==> src/rtl/alsu_arbiter.sv <==
// -----------------------------------------------------------------------------
// alsu_arbiter
//
// Shares a single ALSU between two requesters (r0, r1). Each operation:
// round-robin grant, operand/control capture onto the ALSU inputs, a wait
// covering the ALSU pipeline latency, capture of the ALSU result and error
// leds, and return of a response that is held until it is consumed.
//
// Parameters
//   ALSU_LATENCY  edges from an ALSU input change to its registered out/leds (1..15)
//   LAT_W         width of the latency wait counter (must hold ALSU_LATENCY)
//
// Ports
//   clk, rst                 clock (rising edge), asynchronous active-low reset
//   r0_valid/ready/cmd       requester 0 handshake and 15-bit command
//   r1_valid/ready/cmd       requester 1 handshake and 15-bit command
//                            cmd = {opcode[2:0],A[2:0],B[2:0],cin,serial_in,
//                                   direction,red_op_A,red_op_B,1'b0}
//   rsp_valid/ready          response handshake
//   rsp_id                   requester the response belongs to
//   rsp_data, rsp_err        captured ALSU out and (ALSU leds != 0)
//   alsu_*                   ALSU input drive (bypass_A/bypass_B tied low)
//   alsu_out, alsu_leds      ALSU result and status leds
//
// Optional feature: define ALSU_ARB_STATS_EN to add the saturating response
// counters stat_ops[15:0] and stat_errs[15:0].
// -----------------------------------------------------------------------------
module alsu_arbiter #(
    parameter int ALSU_LATENCY = 2,
    parameter int LAT_W        = 4
) (
    input  logic        clk,
    input  logic        rst,
    input  logic        r0_valid,
    output logic        r0_ready,
    input  logic [14:0] r0_cmd,
    input  logic        r1_valid,
    output logic        r1_ready,
    input  logic [14:0] r1_cmd,
    output logic        rsp_valid,
    input  logic        rsp_ready,
    output logic        rsp_id,
    output logic [5:0]  rsp_data,
    output logic        rsp_err,
    output logic [2:0]  alsu_A,
    output logic [2:0]  alsu_B,
    output logic [2:0]  alsu_opcode,
    output logic        alsu_cin,
    output logic        alsu_serial_in,
    output logic        alsu_direction,
    output logic        alsu_red_op_A,
    output logic        alsu_red_op_B,
    output logic        alsu_bypass_A,
    output logic        alsu_bypass_B,
    input  logic [5:0]  alsu_out,
    input  logic [15:0] alsu_leds
`ifdef ALSU_ARB_STATS_EN
    ,
    output logic [15:0] stat_ops,
    output logic [15:0] stat_errs
`endif
);

    typedef enum logic [1:0] {
        IDLE = 2'd0,
        WAIT = 2'd1,
        CAPT = 2'd2,
        RESP = 2'd3
    } state_t;

    state_t             state;
    state_t             state_nx;
    logic [LAT_W-1:0]   cnt;
    logic               last_grant;
    logic               grant_r0;
    logic               grant_r1;
    logic               accept;
    logic [14:0]        sel_cmd;
    logic               rsp_hs;

    // The always-zero LSB of each command carries no information.
    logic               unused_cmd_lsb;
    assign unused_cmd_lsb = r0_cmd[0] ^ r1_cmd[0];

    assign alsu_bypass_A = 1'b0;
    assign alsu_bypass_B = 1'b0;

    // last_grant == 1 means r1 was served last, so r0 wins a tie.
    always_comb begin
        grant_r0 = r0_valid & (~r1_valid | last_grant);
        grant_r1 = r1_valid & (~r0_valid | ~last_grant);
        r0_ready = (state == IDLE) & grant_r0;
        r1_ready = (state == IDLE) & grant_r1;
        accept   = r0_ready | r1_ready;
        sel_cmd  = r1_ready ? r1_cmd : r0_cmd;
        rsp_hs   = rsp_valid & rsp_ready;
    end

    always_ff @(posedge clk or negedge rst) begin
        if (!rst) begin
            state <= IDLE;
        end else begin
            state <= state_nx;
        end
    end

    always_comb begin
        state_nx = state;
        case (state)
            IDLE: if (accept) state_nx = WAIT;
            WAIT: if (cnt == '0) state_nx = CAPT;
            CAPT: state_nx = RESP;
            RESP: if (rsp_hs) state_nx = IDLE;
            default: state_nx = IDLE;
        endcase
    end

    always_ff @(posedge clk or negedge rst) begin
        if (!rst) begin
            cnt            <= '0;
            last_grant     <= 1'b1;
            rsp_valid      <= 1'b0;
            rsp_id         <= 1'b0;
            rsp_data       <= '0;
            rsp_err        <= 1'b0;
            alsu_A         <= '0;
            alsu_B         <= '0;
            alsu_opcode    <= '0;
            alsu_cin       <= 1'b0;
            alsu_serial_in <= 1'b0;
            alsu_direction <= 1'b0;
            alsu_red_op_A  <= 1'b0;
            alsu_red_op_B  <= 1'b0;
        end else begin
            case (state)
                // Accept edge: launch the command onto the ALSU and start the wait.
                IDLE: begin
                    if (accept) begin
                        alsu_opcode    <= sel_cmd[14:12];
                        alsu_A         <= sel_cmd[11:9];
                        alsu_B         <= sel_cmd[8:6];
                        alsu_cin       <= sel_cmd[5];
                        alsu_serial_in <= sel_cmd[4];
                        alsu_direction <= sel_cmd[3];
                        alsu_red_op_A  <= sel_cmd[2];
                        alsu_red_op_B  <= sel_cmd[1];
                        rsp_id         <= r1_ready;
                        last_grant     <= r1_ready;
                        cnt            <= LAT_W'(ALSU_LATENCY);
                    end
                end
                // ALSU pipeline wait: inputs held, counter runs down to zero.
                WAIT: begin
                    if (cnt != '0) begin
                        cnt <= cnt - LAT_W'(1);
                    end
                end
                // Result capture from the settled ALSU outputs.
                CAPT: begin
                    rsp_data  <= alsu_out;
                    rsp_err   <= |alsu_leds;
                    rsp_valid <= 1'b1;
                end
                // Response held until consumed.
                RESP: begin
                    if (rsp_hs) begin
                        rsp_valid <= 1'b0;
                    end
                end
                default: ;
            endcase
        end
    end

`ifdef ALSU_ARB_STATS_EN
    function automatic logic [15:0] sat_inc(input logic [15:0] v);
        return (v == 16'hFFFF) ? v : v + 16'd1;
    endfunction

    always_ff @(posedge clk or negedge rst) begin
        if (!rst) begin
            stat_ops  <= '0;
            stat_errs <= '0;
        end else if (rsp_hs) begin
            stat_ops <= sat_inc(stat_ops);
            if (rsp_err) begin
                stat_errs <= sat_inc(stat_errs);
            end
        end
    end
`endif

endmodule
==> config.mk <==
export PLATFORM = sky130hd
export DESIGN_NAME = alsu_arbiter
export DESIGN_NICKNAME = d
export VERILOG_FILES = /design/src/rtl/alsu_arbiter.sv
export SDC_FILE = /design/constraint.sdc
export NUM_CORES = 1
export LEC_CHECK = 0
export ABC_CLOCK_PERIOD_IN_PS = 1700
export CAP_MARGIN = 15
export CELL_PAD_IN_SITES_DETAIL_PLACEMENT = 1
export CELL_PAD_IN_SITES_GLOBAL_PLACEMENT = 1
export CORE_MARGIN = 2
export CORE_UTILIZATION = 40
export DETAILED_ROUTE_END_ITERATION = 10
export DONT_BUFFER_PORTS = 1
export PLACE_DENSITY = 0.71
export SLEW_MARGIN = 20
export SYNTH_ARGS = -nofsm -noshare
export SYNTH_HDL_FRONTEND = slang
export SYNTH_SLANG_ARGS = --single-unit
==> constraint.sdc <==
create_clock -name clk -period 1.7 [get_ports clk]
set_input_delay 0.17 -clock clk [delete_from_list [all_inputs] [get_ports clk]]
set_output_delay 0.17 -clock clk [all_outputs]
set_load 0.05 [all_outputs]
==> impl_metrics.csv <==
group,metric,value,unit
cells_and_area,nets,250,
timing,setup_ws,-18.2,ps
cells_and_area,multi_input_area,832,um2
placed_design,dp.cells,221,
cells_and_area,synthToLayoutAreaGrowth,24.0,%
synth,ys.flop_type,"dfrtp_1",
placed_design,dp_slack,-85.7,ps
detailed_routing,postRouteAntennaNets,0,
critical_path,criticalPathCategory,"reg -> reg",
global_route,grt_util_all_layers,0.203,
critical_path,cp.required,1860,ps
synth,netlist_area,1630,um2
timing,slew_violations,0,
clock_tree,cts_buffers,5,
detailed_routing,firstDrtPassIters,4,
timing,setup_viol,1,
cells_and_area,postLayoutCellArea,2020,um2
die,dieArea,4610,um2
global_route,grt-ovfl-total,0,
run_status,violations,"negative setup slack",
critical_path,path_cells,"inv_2 > ha_4 > or3b_1 > a221oi_2 > mux2_1",
worst_hold_path,min_to,"rsp_valid$_DFFE_PN0P_",
clock_tree,clk_pin_slew,60,ps
cells_and_area,layout-drive-gt1-share,0.291,
critical_path,crit-reg2reg-launch,"cnt[0]$_DFFE_PN0P_",
run_status,status,"complete, but fails checks",
timing,setup_tns,-18.2,ps
clock_tree,cts_max_level,2,
clock_tree,clock_sinks,30,
synth,synth_edf_count,0,
synth,async_flop_share,1.00,
detailed_routing,num_vias,1456,
synth,synth.largest_area_cell,"dfrtp_1",
die,core-area,3970,um2
flow_run,cap_violations,0,
critical_path,slowest_delay,390,ps
critical_path,r2r-end,"state[1]$_DFFE_PN0P_",
global_route,grt.met3_usage,0.0839,
cells_and_area,seqCellArea,752,um2
timing,period_needed,1720,ps
timing,fin_worst_skew,4.06,ps
global_route,grt_pass1_vias,1471,
clock_tree,cts_tree,"built",
critical_path,setup.worst_path.end_class,"flop",
critical_path,critPathLaunchType,"flop",
detailed_routing,drc,0,
timing,hold_violations,0,
power_and_ir_drop,ir_worst_vdd,0.918,mV
placed_design,io_buffers,0,
timing,tightest_slew,555,ps
synth,yosysSeqAreaShare,0.461,
power_and_ir_drop,leakage,0.806,nW
detailed_routing,drt_first_iter_violations,47,
die,initial_core_util,0.411,
critical_path,cp_slowest_cell,"dfrtp_1",
placed_design,place_area,1790,um2
clock_tree,clock_tree.root_cell,"clkbuf_8",
synth,avgSynthCellArea,9.72,um2
die,io_pins,84,
global_route,use_met2,0.337,
synth,netlist_instances,168,
critical_path,cp_max_fo,2,
worst_hold_path,min_from,"rsp_ready",
placed_design,routabilityCongestion,0.739,
synth,ys.warnings.count,0,
placed_design,hpwl,3300,um
timing,fin_crit_sh,1.01,
timing,rsz0062_at_grt,"true",
critical_path,cp.arrival,1880,ps
detailed_routing,wire_per_inst,19.3,um
timing,fmax,0.582,GHz
detailed_routing,vias_per_cell,6.09,
synth,synth_top_area_share,0.444,
clock_tree,ctsLongestPathBuffers,2,
global_route,grt_pass1_wl,6910,um
cells_and_area,instances_no_fill,239,
cells_and_area,fillers,468,
die,die_h,67.9,um
global_route,busiest_layer,"met2",
global_route,grt_use_met1,0.238,
synth,synth_common_cells,"dfrtp_1, nor2_1, a31oi_1, o2111ai_1, o21ai_0",
critical_path,ff2ff_setup_slack,-20,ps
synth,yosysMostFrequentCell,"dfrtp_1",
worst_hold_path,hp-class,"in -> reg",
timing,maxSlewHeadroom,0.630,
synth,ys_types,41,
global_route,grt_max_degree,31,
cells_and_area,num_antenna_cells,0,
critical_path,rr_worst_depth,5,
synth,synth_seq_cells,30,
worst_hold_path,min_path_cells,1,
power_and_ir_drop,pwr_density_cell,2320,nW/um2
synth,synth.top_cells.by_area,"dfrtp_1, o2111ai_1, a31oi_1, nor2_1, mux2_2",
clock_tree,clk_latency,280,ps
die,die_x,67.9,um
die,num_rows,23,
detailed_routing,wirelength,4610,um
global_route,antenna_found_initial,0,
worst max-delay path, delay by kind of cell (launching register included):
family / cells / cell delay, ps
flops: 1 / 390
simple gates: 1 / 350
mux: 1 / 340
compound gates: 1 / 310
fa+ha+maj: 1 / 130
buf+inv: 1 / 80
flip-flops by register name, summed over array words and instances, names as in the netlist, 2 cells and up:
| signal | count |
|---|---|
| alsu_A | 3 |
| alsu_B | 3 |
| state | 2 |
| cnt | 4 |
| rsp_data | 6 |
| alsu_opcode | 3 |
layout make-up:
class	instances	share of cell area
inverter	9	0.0167
timing repair buffer	28	0.125
sequential	30	0.371
clock buffer	7	0.0426
tap	50	0.0309
multi-input combinational	114	0.411
clock inverter	1	0.00247
per-stage QoR:
step / hold slack [ps] / power (mW) / utilization
finish: 18.0 / 4.69 / 0.510
global route: 6.67 / 4.98 / 0.510
CTS: 9.55 / 4.59 / 0.496
detailed placement: -124 / 3.84 / 0.451
global placement: -124 / 3.70 / 0.451
floorplan: -126 / 3.28 / -
cells in the final DEF, fill, tap and decap left out, types with 3 or more instances in the layout:
cell type	instances
inv_1	4
mux2_2	6
clkbuf_8	6
ha_1	3
nor4_1	3
nand2_1	3
nor2_1	18
o22ai_1	4
a31oi_1	14
inv_2	5
o21ai_1	6
dfrtp_1	29
buf_4	22
o21ai_0	10
o2111ai_1	14
cell families (layout without fill, tap and decap cells):
family / count (synthesis) / in the layout / synth area share
AO/OA/AOI/OAI: 57 / 57 / 0.241
adder cells (fa/ha/maj): 5 / 5 / 0.0383
buffers and inverters: 25 / 45 / 0.0644
flip-flops: 30 / 30 / 0.461
multiplexers: 8 / 8 / 0.0544
other: 1 / 2 / 0.00230
AND/OR/NAND/NOR: 42 / 42 / 0.139
power by group:
part           internal, mW  switching [mW]  leakage, nW
combinational         0.928            1.03        0.418
sequential             1.05            1.09        0.340
clock                 0.326           0.268       0.0482
total                  2.30            2.39        0.806
per-layer routing:
layer / routed length (um) / part of all wire / up-vias
met5: 0 / 0 / -
met4: 55 / 0.012 / 0
met3: 335 / 0.073 / 8
met2: 2310 / 0.50 / 58
met1: 1900 / 0.41 / 724
li1: - / - / 666
how the worst max path moves through the flow:
| stage | cells past startpoint | endpoint | startpoint | slack [ps] |
|---|---|---|---|---|
| 2_1_floorplan | 5 | state[1]$_DFFE_PN0P_ | cnt[0]$_DFFE_PN0P_ | -50 |
| 3_3_place_gp | 5 | state[1]$_DFFE_PN0P_ | cnt[0]$_DFFE_PN0P_ | -20 |
| 3_5_place_dp | 5 | state[1]$_DFFE_PN0P_ | cnt[0]$_DFFE_PN0P_ | -90 |
| 4_1_cts | 5 | state[1]$_DFFE_PN0P_ | cnt[1]$_DFFE_PN0P_ | -60 |
| 5_1_grt | 5 | state[1]$_DFFE_PN0P_ | cnt[0]$_DFFE_PN0P_ | -90 |
| 6_report | 5 | state[1]$_DFFE_PN0P_ | cnt[0]$_DFFE_PN0P_ | -20 |
what timing repair did:
action | CTS | global route
resized for setup | 10 | 4
hold buffers | 2 | 0
hold endpoints to repair | 30 | 0
pin swaps | 2 | 3
setup endpoints to repair | 9 | 7
setup buffers | 3 | 5
Note: power is estimated with default switching activity, not from simulation.
